[src/rtl/alu_result_writer_pkg.sv]
// Shared definitions for the ALU result writer: default data width,
// lane geometry of a result group and the serializer state encoding.
package alu_result_writer_pkg;

  // Default width of one accumulated result / RAM word
  localparam int DATA_W_DEF = 18;

  // A group carries one result per MAC lane (MU1..MU4)
  localparam int LANES     = 4;
  localparam int LANE_W    = 2;
  localparam int LANE_LAST = LANES - 1;

  // RAM address layout, LSB first: lane (LANE_W bits), group, bank (1 bit)
  localparam int ADDR_LANE_LSB = 0;
  localparam int ADDR_GRP_LSB  = ADDR_LANE_LSB + LANE_W;

  // Serializer states
  typedef enum logic [1:0] {
    ST_IDLE  = 2'd0,
    ST_WRITE = 2'd1,
    ST_DONE  = 2'd2
  } state_e;

endpackage

[src/rtl/alu_result_fifo.sv]
// Two-entry group buffer. Each entry holds one full result group plus its
// end-of-frame flag. A push is accepted when an entry is free or the head
// is being popped in the same cycle, so back-to-back groups never collide
// with the serializer freeing a slot.
module alu_result_fifo #(
  parameter int W = 73
) (
  input  logic         clk_i,
  input  logic         rst_ni,
  input  logic         push_i,
  input  logic [W-1:0] data_i,
  input  logic         pop_i,
  output logic [W-1:0] data_o,
  output logic         full_o,
  output logic         empty_o,
  output logic [1:0]   count_o
);

  logic [W-1:0] mem_q [2];
  logic         wr_ptr_q;
  logic         rd_ptr_q;
  logic [1:0]   count_q;
  logic         do_push;
  logic         do_pop;

  assign full_o  = (count_q == 2'd2);
  assign empty_o = (count_q == 2'd0);
  assign count_o = count_q;
  assign data_o  = mem_q[rd_ptr_q];

  assign do_pop  = pop_i && !empty_o;
  assign do_push = push_i && (!full_o || do_pop);

  // Storage, pointers and occupancy count
  always_ff @(posedge clk_i or negedge rst_ni) begin
    if (!rst_ni) begin
      mem_q[0] <= '0;
      mem_q[1] <= '0;
      wr_ptr_q <= 1'b0;
      rd_ptr_q <= 1'b0;
      count_q  <= 2'd0;
    end else begin
      if (do_push) begin
        mem_q[wr_ptr_q] <= data_i;
        wr_ptr_q        <= ~wr_ptr_q;
      end
      if (do_pop) begin
        rd_ptr_q <= ~rd_ptr_q;
      end
      count_q <= count_q + {1'b0, do_push} - {1'b0, do_pop};
    end
  end

endmodule

[src/rtl/alu_result_writer.sv]
// Result-side companion of the 4-lane MAC ALU. Captures each result group
// one cycle after four_results_ready, buffers up to two groups and writes
// them one word per cycle into a dual-bank result RAM addressed as
// {bank, group, lane}. The last group of a frame produces a frame_done
// pulse and flips the bank.
// Optional feature: define RESULT_MAX_EN to track the largest word written
// in each frame (max_val/max_addr); otherwise both outputs are tied to 0.
module alu_result_writer
  import alu_result_writer_pkg::*;
#(
  parameter int DATA_W      = DATA_W_DEF,
  parameter int GROUPS_LOG2 = 2
) (
  input  logic                     clk,
  input  logic                     rst,
  input  logic [DATA_W-1:0]        MU1,
  input  logic [DATA_W-1:0]        MU2,
  input  logic [DATA_W-1:0]        MU3,
  input  logic [DATA_W-1:0]        MU4,
  input  logic                     four_results_ready,
  input  logic                     all_results_ready,
  output logic                     ram_en,
  output logic [GROUPS_LOG2+2:0]   ram_addr,
  output logic [DATA_W-1:0]        ram_wdata,
  output logic                     frame_done,
  output logic                     done_bank,
  output logic                     busy,
  output logic                     overflow,
  output logic [DATA_W-1:0]        max_val,
  output logic [GROUPS_LOG2+2:0]   max_addr
);

  localparam int ADDR_W  = GROUPS_LOG2 + 3;
  localparam int ENTRY_W = LANES * DATA_W + 1;

  // Capture stage
  logic pend_q;
  logic pend_last_q;

  // Group buffer
  logic [ENTRY_W-1:0] entry_in;
  logic [ENTRY_W-1:0] fifo_rdata;
  logic [ENTRY_W-1:0] head_data;
  logic               fifo_full;
  logic               fifo_empty;
  logic [1:0]         fifo_count;
  logic               pop;
  logic               push_acc;
  logic [1:0]         count_after;
  logic               head_last;
  logic [DATA_W-1:0]  head_word [LANES];

  // Serializer
  state_e                 state_q;
  logic [LANE_W-1:0]      lane_q;
  logic [GROUPS_LOG2-1:0] grp_q;
  logic                   bank_q;
  logic                   ram_en_q;
  logic [ADDR_W-1:0]      ram_addr_q;
  logic [DATA_W-1:0]      ram_wdata_q;
  logic                   frame_done_q;
  logic                   done_bank_q;
  logic                   busy_q;
  logic                   overflow_q;

  // Remember the ready pulse; lane results become final one cycle later
  always_ff @(posedge clk or negedge rst) begin
    if (!rst) begin
      pend_q      <= 1'b0;
      pend_last_q <= 1'b0;
    end else begin
      pend_q      <= four_results_ready;
      pend_last_q <= four_results_ready && all_results_ready;
    end
  end

  assign entry_in = {pend_last_q, MU4, MU3, MU2, MU1};

  // The head entry is freed while its last lane is being issued
  assign pop         = (state_q == ST_WRITE) && (lane_q == LANE_W'(LANE_LAST));
  assign push_acc    = pend_q && (!fifo_full || pop);
  assign count_after = fifo_count + {1'b0, push_acc} - {1'b0, pop};

  alu_result_fifo #(
    .W (ENTRY_W)
  ) u_fifo (
    .clk_i   (clk),
    .rst_ni  (rst),
    .push_i  (pend_q),
    .data_i  (entry_in),
    .pop_i   (pop),
    .data_o  (fifo_rdata),
    .full_o  (fifo_full),
    .empty_o (fifo_empty),
    .count_o (fifo_count)
  );

  // With an empty buffer the group being captured this cycle is issued
  // directly, which gives the two-cycle ready-to-first-write latency.
  assign head_data = fifo_empty ? entry_in : fifo_rdata;
  assign head_last = head_data[ENTRY_W-1];

  generate
    for (genvar gi = 0; gi < LANES; gi++) begin : g_lane
      assign head_word[gi] = head_data[gi*DATA_W +: DATA_W];
    end
  endgenerate

  // Sticky drop flag: capture into a full buffer that is not freeing a slot
  always_ff @(posedge clk or negedge rst) begin
    if (!rst) begin
      overflow_q <= 1'b0;
    end else if (pend_q && fifo_full && !pop) begin
      overflow_q <= 1'b1;
    end
  end

  // Serializer FSM with registered RAM port and status outputs
  always_ff @(posedge clk or negedge rst) begin
    if (!rst) begin
      state_q      <= ST_IDLE;
      lane_q       <= '0;
      grp_q        <= '0;
      bank_q       <= 1'b0;
      ram_en_q     <= 1'b0;
      ram_addr_q   <= '0;
      ram_wdata_q  <= '0;
      frame_done_q <= 1'b0;
      done_bank_q  <= 1'b0;
      busy_q       <= 1'b0;
    end else begin
      ram_en_q     <= 1'b0;
      frame_done_q <= 1'b0;
      case (state_q)
        ST_IDLE: begin
          if (!fifo_empty || pend_q) begin
            ram_en_q    <= 1'b1;
            ram_addr_q  <= {bank_q, grp_q, {LANE_W{1'b0}}};
            ram_wdata_q <= head_word[0];
            lane_q      <= LANE_W'(1);
            state_q     <= ST_WRITE;
            busy_q      <= 1'b1;
          end else begin
            busy_q <= 1'b0;
          end
        end
        ST_WRITE: begin
          ram_en_q    <= 1'b1;
          ram_addr_q  <= {bank_q, grp_q, lane_q};
          ram_wdata_q <= head_word[lane_q];
          busy_q      <= 1'b1;
          if (lane_q == LANE_W'(LANE_LAST)) begin
            lane_q <= '0;
            grp_q  <= grp_q + GROUPS_LOG2'(1);
            if (head_last) begin
              state_q <= ST_DONE;
            end else if (count_after != 2'd0) begin
              state_q <= ST_WRITE;
            end else begin
              state_q <= ST_IDLE;
            end
          end else begin
            lane_q <= lane_q + LANE_W'(1);
          end
        end
        ST_DONE: begin
          frame_done_q <= 1'b1;
          done_bank_q  <= bank_q;
          bank_q       <= ~bank_q;
          grp_q        <= '0;
          lane_q       <= '0;
          busy_q       <= (count_after != 2'd0);
          state_q      <= (count_after != 2'd0) ? ST_WRITE : ST_IDLE;
        end
        default: begin
          state_q <= ST_IDLE;
        end
      endcase
    end
  end

  assign ram_en     = ram_en_q;
  assign ram_addr   = ram_addr_q;
  assign ram_wdata  = ram_wdata_q;
  assign frame_done = frame_done_q;
  assign done_bank  = done_bank_q;
  assign busy       = busy_q;
  assign overflow   = overflow_q;

`ifdef RESULT_MAX_EN
  logic [DATA_W-1:0] max_val_q;
  logic [ADDR_W-1:0] max_addr_q;

  // Running max of the words written this frame; strict compare keeps the
  // first occurrence, and the pair is cleared once frame_done has been seen
  always_ff @(posedge clk or negedge rst) begin
    if (!rst) begin
      max_val_q  <= '0;
      max_addr_q <= '0;
    end else if (frame_done_q) begin
      max_val_q  <= '0;
      max_addr_q <= '0;
    end else if (ram_en_q && (ram_wdata_q > max_val_q)) begin
      max_val_q  <= ram_wdata_q;
      max_addr_q <= ram_addr_q;
    end
  end

  assign max_val  = max_val_q;
  assign max_addr = max_addr_q;
`else
  assign max_val  = '0;
  assign max_addr = '0;
`endif

endmodule

[config.mk]
export PLATFORM = sky130hd
export DESIGN_NAME = alu_result_writer
export DESIGN_NICKNAME = d
export VERILOG_FILES = /design/src/rtl/alu_result_writer_pkg.sv /design/src/rtl/alu_result_fifo.sv /design/src/rtl/alu_result_writer.sv
export SDC_FILE = /design/constraint.sdc
export NUM_CORES = 1
export LEC_CHECK = 0
export CORE_UTILIZATION = 35
export CTS_BUF_LIST = sky130_fd_sc_hd__clkbuf_8 sky130_fd_sc_hd__clkbuf_16
export CTS_CLUSTER_SIZE = 20
export DETAILED_ROUTE_END_ITERATION = 10
export PLACE_DENSITY = 0.58
export SLEW_MARGIN = 20
export SYNTH_ARGS = -nofsm -noshare
export SYNTH_HDL_FRONTEND = slang
export SYNTH_SLANG_ARGS = --single-unit
[constraint.sdc]
create_clock -name clk -period 2.73 [get_ports clk]
set_clock_uncertainty 0.05 [all_clocks]
set_input_delay 0.546 -clock clk [delete_from_list [all_inputs] [get_ports clk]]
set_output_delay 0.546 -clock clk [all_outputs]
set_load 0.05 [all_outputs]
# After elaboration in Yosys (flattened, before gate mapping)
# Cells that the tools add are included.
# classes
n_addsub,6
n_lt_le_gt_ge,4
eq_ne,6
mux,27
n_bitwise,6
n_reduce_logical,24
# ops
cell,count
two-way mux 73 bit,5
bitwise mux 146 bit,1
demux 73 bit (select 1 bit),1
two-way mux 18 bit,3
binary-select mux 18 bit (select 2 bit),1
one-hot mux 18 bit (2 select lines),1
one-hot mux 2 bit (3 select lines),2
two-way mux 2 bit,5
one-hot mux 5 bit (2 select lines),1
logical AND 1 bit,8
AND reduction 2 bit,4
"equality test 2 bit, second input constant",3
nonzero test 2 bit,3
two-way mux 5 bit,1
adder 2 x 1 -> 2 bit,2
"adder 2 x 1 -> 2 bit, second input constant",2
">= comparator 2 bit, second input constant",2
logical NOT 2 bit,2
NOT 1 -> 2 bit,2
one-hot mux 2 bit (2 select lines),1
subtractor 2 x 1 -> 2 bit,2
">= comparator 3 bit, second input constant",1
logical NOT 1 bit,3
logical OR 1 bit,3
other kinds (10),14
# totals
register_bits,187
in_bits,76
output_inout_bits,51

# Logic depth before layout (Yosys ltp)
# Gate-level depths: netlist of the first run.
# logic_depth
word_depth,11
depth_mapped,9

# By module
# Synthesis of the first run repeated with hierarchy kept, for this count alone.
# hier_totals
hier_cells,748
area_unflattened_um2,9809.4
# by_module_without_submodules
module,n_inst,cells_per_inst,area_each_um2,seq_area_each_um2
alu_result_fifo,1,411,6546.3,3753.6
alu_result_writer,1,337,3263.1,925.9

# Worst setup path before layout of the first run
# Ideal clock, no wire load.
# synth_path
kind,reg-to-reg
from,register state_q[1]
to,"register busy_q, in the netlist busy"
arrival_ns,1.890
required_ns,2.564
setup_slack_ns,0.675
stages_incl_launch_ff,10
synth_period_minus_slack_ns,2.055
cell_sequence,dfrtp_1 -> inv_1 -> ha_1 -> nand2_1 -> a21boi_4 -> ha_1 -> xor2_1 -> xnor2_1 -> nor2_1 -> o311ai_0
# synth_between
elab_chain_len,8
elab_cells_between_ends,11
cone_classes,add/sub (2); eq/ne (2); mux (1); reduce/logical (6)
# synth_rtl
item,line_no,text
from (decl),alu_result_writer.sv:54,state_e state_q;
from (signal assigned),alu_result_writer.sv:173,state_q <= (count_after != 2'd0) ? ST_WRITE : ST_IDLE;
equality test 2 x 1 -> 1 bit,"alu_result_writer.sv:80, alu_result_writer.sv:134",
logical AND 1 bit,alu_result_writer.sv:80,assign pop = (state_q == ST_WRITE) && (lane_q == LANE_W'(LANE_LAST));
logical OR 1 bit,alu_result_writer.sv:81,assign push_acc = pend_q && (!fifo_full || pop);
logical AND 1 bit,alu_result_writer.sv:81,
adder 2 x 1 -> 2 bit,alu_result_writer.sv:82,"assign count_after = fifo_count + {1'b0, push_acc} - {1'b0, pop};"
subtractor 2 x 1 -> 2 bit,alu_result_writer.sv:82,
nonzero test 2 bit,alu_result_writer.sv:172,busy_q <= (count_after != 2'd0);
one-hot mux 1 bit (3 select lines),alu_result_writer.sv:134,case (state_q)
to (signal assigned),alu_result_writer.sv:172,
to (decl),alu_result_writer.sv:63,logic busy_q;
# Parallel ways exist; a longest one is shown, timed or not.
# A chain may end at the register's enable or synchronous reset.

# Final worst setup path of the first run
# layout_path
from,register state_q[1]
to,register u_fifo.mem_q[105] (netlist name)
# layout_between
elab_chain_len,5
# layout_rtl
item,line_no,text
equality test 2 x 1 -> 1 bit,alu_result_writer.sv:80,
logical AND 1 bit,alu_result_writer.sv:80,
logical AND 1 bit,alu_result_fifo.sv:31,assign do_pop = pop_i && !empty_o;
logical OR 1 bit,alu_result_fifo.sv:32,assign do_push = push_i && (!full_o || do_pop);
logical AND 1 bit,alu_result_fifo.sv:32,
"to (signal, indexed assignment)",alu_result_fifo.sv:44,mem_q[wr_ptr_q] <= data_i;
to (decl),alu_result_fifo.sv:19,logic [W-1:0] mem_q [2];
# Every way passes these cells.

==> flow_summary.yaml, run 1 <==
finish:
  diodes: 0
  fin_area_mm2: 0.01129
  final_cell_mix: "dfrtp_1, mux2_2, clkdlybuf4s50_1"
  fin_util: 0.4322
  finalNonFillerCells: 1170
  layout-drive-gt1-share: 0.2922
  layout_commonest_cell: "dfrtp_1"
  nNetsFinal: 907
  area_growth_pct: 21.11
logic_synthesis:
  seq_area_frac_synth: 0.5018
  ys_types: 47
  syn_area_mm2: 0.009325
  yosys-top-cells-area: "dfrtp_1, mux2_2, mux2i_1"
  ys_warn_count: 0
  netlist.area_leader.share: 0.5018
  ys_ff_latch: 187
  synth_largest_area_cell: "dfrtp_1"
  syn_inst: 720
  syn_avg_cell_area_um2: 12.95
timing:
  rsz0062_at_grt: "no"
  period_minus_slack_ps: 2412
  period_share: 0.8834
  fin_setup_tns_ps: 0
  max_freq_ghz: 0.4146
  setup_viol: 0
  hold_violations: 0
  slew_violations: 0
  max_slew_margin: 0.5316
  worst_slew_pin_slew_ps: 699.9
floorplanning:
  dieWidth_um: 165.2
  initial_utilization: 0.3568
  rows: 59
  die_h_um: 165.2
  core_area_mm2: 0.02613
  die_area_mm2: 0.02730
  io_pins: 127
placement:
  place.gp.congestion: 0.7381
  place_hpwl_um: 15490
  place_area_mm2: 0.01068
  io_buffer_count: 103
  placedCellCount: 1138
worst_setup_path:
  timing.setup.critical_path_class: "register to register"
  cp_max_fo: 46
  arrival_ps: 2690
  worst_setup_path_start_kind: "register"
  worst-path-buf-inv: 2
  path_delay_family: "simple AND/OR/NAND/NOR gates"
  cpMaxStageDelayCell: "dfrtp_1"
  crit_chain: "inv_1 > ha_1 > nand2_1 > a21boi_4 > and2b_4 > buf_12 > mux2_2"
  end_kind: "register"
  crit_path_max_incr_delay_ps: 410
  cp_data_required_time_ps: 3010
cts:
  cts-resized-gates: 0
  cts_setup_buffers: 0
  cts_tree: "done"
  cts_inserted_buffers: 17
  worst_skew_pair.late_latency_ps: 440
  cts.sinks: 187
  cts_hold_buf: 0
  root_buffer: "clkbuf_16"
  clock_path_buffers: 2
  htreeDepth: 4
  clk_pin_slew_worst_paths_ps: 80
route:
  post_drt_wl_per_cell_um: 19.32
  dr.first_iter.drc_count: 401
  viasPerCell: 5.189
  num_vias: 6071
  drc_errors: 35
  dr.pass1.iters: 8
  final_antenna_net_count: 0
  finalWirelength_um: 22600
flow_run:
  maxCapViolCount: 0
power_and_ir_drop:
  vdd.ir_drop.worst_v: 0.0004884
  power_w: 0.01508
  powerDensity_mw_per_mm2: 1335
  p_leak_nw: 4.701
status:
  outcome: "finished, violations left"
  failed_checks: "DRC"
grt:
  grt_max_degree: 72
  grtUsageTotal: 0.1755
  grt-ovfl-total: 0
  grt_antenna_before_repair: 0
  grt_pass1_wl_um: 36090
  grt_pass1_vias: 6269
min_path:
  hp-class: "primary input to async pin"
==> through the flow <==
step                      worst slack, ps  hold slack [ps]
after detailed placement            386.4            414.0
after floorplan                     674.6            200.4
after CTS                           371.2            88.28
after global placement              450.2            418.3
final                               318.2            59.73
after global routing                160.5            113.1
==> state kept, by name, summed over array words and instances (netlist names), 2 cells and up <==
| signal | cells |
|---|---|
| lane_q | 2 |
| ram_addr | 5 |
| state_q | 2 |
| ram_wdata | 18 |
| u_fifo.count_o | 2 |
| grp_q | 2 |
| u_fifo.mem_q | 146 |
==> layer usage <==
metal / global-route usage / wire length, µm
met5: 0 / 0
met4: 0.04295 / 123
met3: 0.03097 / 901
met2: 0.2661 / 10450
met1: 0.2581 / 11130
==> power breakdown <==
group | total [W] | internal (W) | leakage [nW] | switching, W
Clock | 0.00257 | 0.00139 | 0.301 | 0.00118
Sequential | 0.00505 | 0.00421 | 2.19 | 0.000845
Combinational | 0.00746 | 0.00364 | 2.21 | 0.00382
Total | 0.0151 | 0.00924 | 4.70 | 0.00584
==> logic make-up (layout without fill, tap and decap cells) <==
family,count (synthesis),count (layout),share of synthesized area
AO/OA/AOI/OAI,93,93,0.07326
XOR/XNOR,8,8,0.007513
adder cells (fa/ha/maj),9,9,0.01208
buffers and inverters,80,173,0.05957
flip-flops,187,187,0.5018
multiplexers,222,222,0.2826
other,1,23,0.0004021
AND/OR/NAND/NOR,120,120,0.06279
==> final timing paths <==
kind | from | end | slack [ps] | depth (start not counted)
worst max-delay path | state_q[1] | u_fifo.mem_q[105] | 320 | 7
worst min-delay path | rst | u_fifo.mem_q[0] | 60 | 1
worst max register to register | state_q[1] | u_fifo.mem_q[105] | 320 | 7
worst min register to register | ram_addr[2] | ram_addr[2] | 430 | 2
max in group asynchronous | rst | u_fifo.mem_q[32] | 1790 | 2
min in group clk | ram_addr[2] | ram_addr[2] | 430 | 2
==> cell usage after synthesis (all sizes together) <==
cell     instances
a31oi            1
nor3            52
nand4b           1
a2bb2oi         17
nand2b           3
nand4bb          1
o21a             2
a21oi           20
o211ai           1
and2             2
nand3b           2
nand2           22
a32oi            1
dfrtp          187
mux4            18
clkbuf          14
and2b            2
o221ai           2
nand4            1
a32o             1
o21ai            4
nor2            28
mux2i           54
mux2           150
a31o             1
or3              2
buf             61
a211oi          34
xor2             4
xnor2            4
or4b             2
nor4b            1
ha               9
o311ai           2
conb             1
o31ai            2
inv              5
a21boi           2
or2              1
a21o             3
==> cell type report <==
class	instances	area, µm²
well taps	335	419.2
flip-flops and latches	187	4684
inverters	5	18.77
clock buffers	17	425.4
fillers	2445	14840
clock inverters	15	185.2
repair buffers	136	1370
multi-input cells	475	4190
No activity file was read; power rests on OpenSTA's default activity.
==> run 2, diff against run 1 <==
- CORE_UTILIZATION: 35 -> 42
- PLACE_DENSITY: 0.58 -> 0.67
==> flow_summary.yaml, run 2 (same netlist as run 1, synthesis figures left out) <==
status:
  outcome: "finished clean"
route:
  post_drt_wl_per_cell_um: 20.42
  finalWirelength_um: 22550
  wl_met3_um: 940
  viasPerCell: 5.554
  highest_layer: "met4"
  dr.first_iter.drc_count: 315
  final_antenna_net_count: 0
  wl_met2_um: 10790
  drc_errors: 0
  dr.pass1.iters: 5
  num_vias: 6132
  met1Wirelength_um: 10520
finish:
  fin_util: 0.5096
  top_register: "u_fifo.mem_q"
  layout-drive-gt1-share: 0.2803
  area_growth_pct: 19.27
  layout_commonest_cell: "dfrtp_1"
  finalNonFillerCells: 1104
  fillers: 1925
  nNetsFinal: 896
  largest_register_ffs: 146
  diodes: 0
  final_cell_mix: "dfrtp_1, mux2_2, clkdlybuf4s50_1"
timing:
  timing.hold.ws_ps: 429.2
  period_share: 0.8456
  max_slew_margin: 0.5835
  hold_violations: 0
  fin_setup_tns_ps: 0
  worst_slew_pin_slew_ps: 616.1
  rsz0062_at_grt: "no"
  slew_violations: 0
  max_freq_ghz: 0.4332
  period_minus_slack_ps: 2309
  setup_viol: 0
cts:
  cts.sinks: 187
  root_buffer: "clkbuf_16"
  cts-resized-gates: 0
  cts_inserted_buffers: 17
  clock_path_buffers: 2
  worst_skew_pair.late_latency_ps: 450
  cts_setup_buffers: 0
  clk_pin_slew_worst_paths_ps: 70
  cts_tree: "done"
  htreeDepth: 4
floorplanning:
  dieWidth_um: 151.0
  die_h_um: 151.0
  io_pins: 127
  rows: 54
  initial_utilization: 0.4273
  core_area_mm2: 0.02182
  die_area_mm2: 0.02280
worst_setup_path:
  cpMaxStageDelayCell: "dfrtp_1"
  cp_max_fo: 40
  arrival_ps: 2580
  end_kind: "register"
  crit_path_max_incr_delay_ps: 420
  worst_setup_path_start_kind: "register"
  timing.setup.critical_path_class: "register to register"
  crit_chain: "inv_1 > ha_1 > nand2_1 > a21boi_4 > and2b_2 > buf_12 > mux2_2"
  cp_data_required_time_ps: 3000
grt:
  grt_antenna_before_repair: 0
  grt-ovfl-total: 0
  grtUsageTotal: 0.2107
  grt_max_degree: 63
  grt_pass1_wl_um: 35680
  grt_pass1_vias: 6224
placement:
  placedCellCount: 1071
  place.gp.congestion: 0.8235
  place_hpwl_um: 15010
  io_buffer_count: 103
power_and_ir_drop:
  p_leak_nw: 4.641
  powerDensity_mw_per_mm2: 1343
  vdd.ir_drop.worst_v: 0.0005890
min_path:
  hp-class: "register to register"
flow_run:
  maxCapViolCount: 0
-- run 2: cell count changes in the layout (fill, tap and decap cells not counted), sizes merged --
cell and delta:
buf -11, bufinv -1, inv +2, clkinv -3
dlygate4sd3 +1, clkinvlp +1
-- run 2: final cells by class --
| cell class | count | area [µm²] | share of cell area |
|---|---|---|---|
| Tap cell | 280 | 350.3 | 0.03150 |
| Multi-Input combinational cell | 475 | 4182 | 0.3760 |
| Sequential cell | 187 | 4684 | 0.4212 |
| Clock inverter | 14 | 135.1 | 0.01215 |
| Clock buffer | 18 | 439.2 | 0.03949 |
| Inverter | 5 | 18.77 | 0.001687 |
| Timing Repair Buffer | 125 | 1313 | 0.1180 |
-- run 2: power by group --
group	switching (W)	internal [W]
clock network	0.00114	0.00130
registers	0.000905	0.00421
logic	0.00381	0.00357
-- run 2: what timing repair did --
action,in CTS,in global routing
hold buffers,1,0
endpoints found under the hold margin,38,0
endpoints found under the setup margin,0,0
-- run 2: worst max-delay path, delay by kind of cell, from the launching register on --
| kind | cells | cell delay (ps) |
|---|---|---|
| DFF | 1 | 420 |
| adders and majority gates | 1 | 290 |
| muxes | 1 | 380 |
| AOI/OAI and AO/OA | 1 | 250 |
| buffers and inverters | 2 | 370 |
| and+or+nand+nor | 2 | 440 |
-- run 2: final timing paths --
| check | to | start | slack, ps | cells past startpoint |
|---|---|---|---|---|
| worst max-delay path | u_fifo.mem_q[76] | state_q[1] | 420 | 7 |
| worst min-delay path | ram_addr[3] | ram_addr[3] | 430 | 2 |
| worst max register to register | u_fifo.mem_q[76] | state_q[1] | 420 | 7 |
| worst min register to register | ram_addr[3] | ram_addr[3] | 430 | 2 |
| max in group asynchronous | done_bank | rst | 1300 | 3 |
| min in group asynchronous | ram_en | rst | 530 | 2 |
-- run 2: layer usage --
layer  vias up  GRT usage
met5         -          0
met4         0    0.05250
met3        18    0.04337
met2       164     0.3326
met1      3160     0.2958
li1       2790          -
-- run 2: through the flow --
| stage | worst slack [ps] | cell area (µm²) | power, W |
|---|---|---|---|
| final | 421.5 | 11120 | 0.01493 |
| after global routing | 63.94 | 11120 | 0.01581 |
| after CTS | 422.3 | 11120 | 0.01501 |
| after detailed placement | 435.8 | 10540 | 0.01253 |
| after global placement | 475.2 | 10540 | 0.01238 |
| after floorplan | 674.6 | 9408 | 0.01051 |
==> run 3, diff against run 2 <==
- clock period: 2.73 -> 2.2 ns (I/O delays scaled with it)
==> flow_summary.yaml, run 3 (same netlist as run 1, synthesis figures left out) <==
status:
  outcome: "finished clean"
route:
  drc_errors: 0
  final_antenna_net_count: 0
  post_drt_wl_per_cell_um: 20.40
  viasPerCell: 5.538
  dr.pass1.iters: 4
  dr.first_iter.drc_count: 350
  num_vias: 6236
  finalWirelength_um: 22980
cts:
  htreeDepth: 4
  cts_tree: "done"
  clock_path_buffers: 2
  clk_pin_slew_worst_paths_ps: 70
  worst_skew_pair.late_latency_ps: 440
  cts.sinks: 187
  cts_inserted_buffers: 17
  root_buffer: "clkbuf_16"
worst_setup_path:
  startpoint: "ram_wdata[2]"
  worst_setup_path_start_kind: "register"
  path_delay_family: "buffers and inverters"
  crit_chain: "clkdlybuf4s50_1"
  timing.setup.critical_path_class: "register to primary output"
  rrSetupSlack_ps: 170
  r2r-start: "state_q[0]"
  crit_path_max_incr_delay_ps: 820
  arrival_ps: 1650
  cpMaxStageDelayCell: "clkdlybuf4s50_1"
  worst-path-buf-inv: 1
  cp_max_fo: 2
  end_kind: "primary output"
  cp_data_required_time_ps: 1710
power_and_ir_drop:
  p_leak_nw: 4.788
  power_w: 0.01905
  vdd.ir_drop.worst_v: 0.0006923
  powerDensity_mw_per_mm2: 1677
finish:
  area_growth_pct: 21.84
  seqCellArea_mm2: 0.004684
  layout_commonest_cell: "dfrtp_1"
  largest_register_ffs: 146
  multi_input_area_mm2: 0.004194
  finalNonFillerCells: 1126
  diodes: 0
  final_cell_mix: "dfrtp_1, mux2_2, clkdlybuf4s50_1"
  fillers: 1896
  layout-drive-gt1-share: 0.3002
  nNetsFinal: 918
  top_register: "u_fifo.mem_q"
grt:
  grt_antenna_before_repair: 0
  grt_pass1_vias: 6229
  grt_pass1_wl_um: 36680
  grtUsageTotal: 0.2172
  grt-ovfl-total: 0
  grt_max_degree: 67
min_path:
  hp-class: "primary input to async pin"
timing:
  worst_slew_pin_slew_ps: 526.9
  hold_violations: 0
  period_share: 0.9729
  setup_viol: 0
  max_slew_margin: 0.6466
  fin_setup_tns_ps: 0
  slew_violations: 0
  worst_slack_ps: 59.71
  max_freq_ghz: 0.4672
  period_minus_slack_ps: 2140
  rsz0062_at_grt: "no"
placement:
  pre_cts_slack_ps: 86.74
  placedCellCount: 1093
  place.gp.congestion: 0.7999
  place_hpwl_um: 15690
  io_buffer_count: 103
flow_run:
  maxCapViolCount: 0
floorplanning:
  initial_utilization: 0.4273
  rows: 54
  die_h_um: 151.0
  core_area_mm2: 0.02182
  dieWidth_um: 151.0
  io_pins: 127
  die_area_mm2: 0.02280
run 3: changes by cell type in the layout (fill, tap and decap cells not counted), sizes merged:
| cell | previous run | this run |
|---|---|---|
| dlymetal6s2s | 0 | 1 |
| clkdlybuf4s50 | 102 | 101 |
| bufinv | 1 | 2 |
| buf | 22 | 44 |
| inv | 13 | 12 |
run 3: metal layers:
layer / up-vias / share of wire / GRT usage
met1: 3219 / 0.47 / 0.3075
met2: 155 / 0.48 / 0.3433
met4: 0 / 0.013 / 0.06200
li1: 2839 / - / -
met5: - / 0 / 0
met3: 23 / 0.040 / 0.03524
run 3: where the power goes:
group	internal, W	switching, W
Clock	0.00171	0.00138
Sequential	0.00522	0.00101
Combinational	0.00474	0.00499
run 3: path summary, 6_finish.rpt:
| kind | to | cells past startpoint |
|---|---|---|
| worst max-delay path | ram_wdata[2] | 1 |
| worst max register to register | ram_wdata[3] | 9 |
| max in group asynchronous | u_fifo.mem_q[114] | 3 |
| worst min-delay path | busy | 2 |
| min in group clk | pend_q | 1 |
| worst min register to register | ram_addr[3] | 2 |
run 3: repair_timing:
item,in CTS,in global routing
setup endpoints to repair,0,4
setup buffers,0,0
hold endpoints to repair,27,0
gates resized for setup,0,4
hold buffers,1,0
run 3: cell type report:
cell class / instances / share of cell area
Sequential cell: 187 / 0.4123
Multi-Input combinational cell: 475 / 0.3691
Timing Repair Buffer: 147 / 0.1347
Clock buffer: 18 / 0.03865
Tap cell: 280 / 0.03083
Clock inverter: 14 / 0.01277
Inverter: 5 / 0.001652
run 3: stage by stage:
step	hold WS (ps)	util	instance area, µm²
floorplan	94.41	-	9408
global placement	302.0	0.4927	10750
detailed placement	304.0	0.4927	10750
CTS	412.5	0.5200	11350
global route	427.8	0.5206	11360
finish	408.4	0.5206	11360
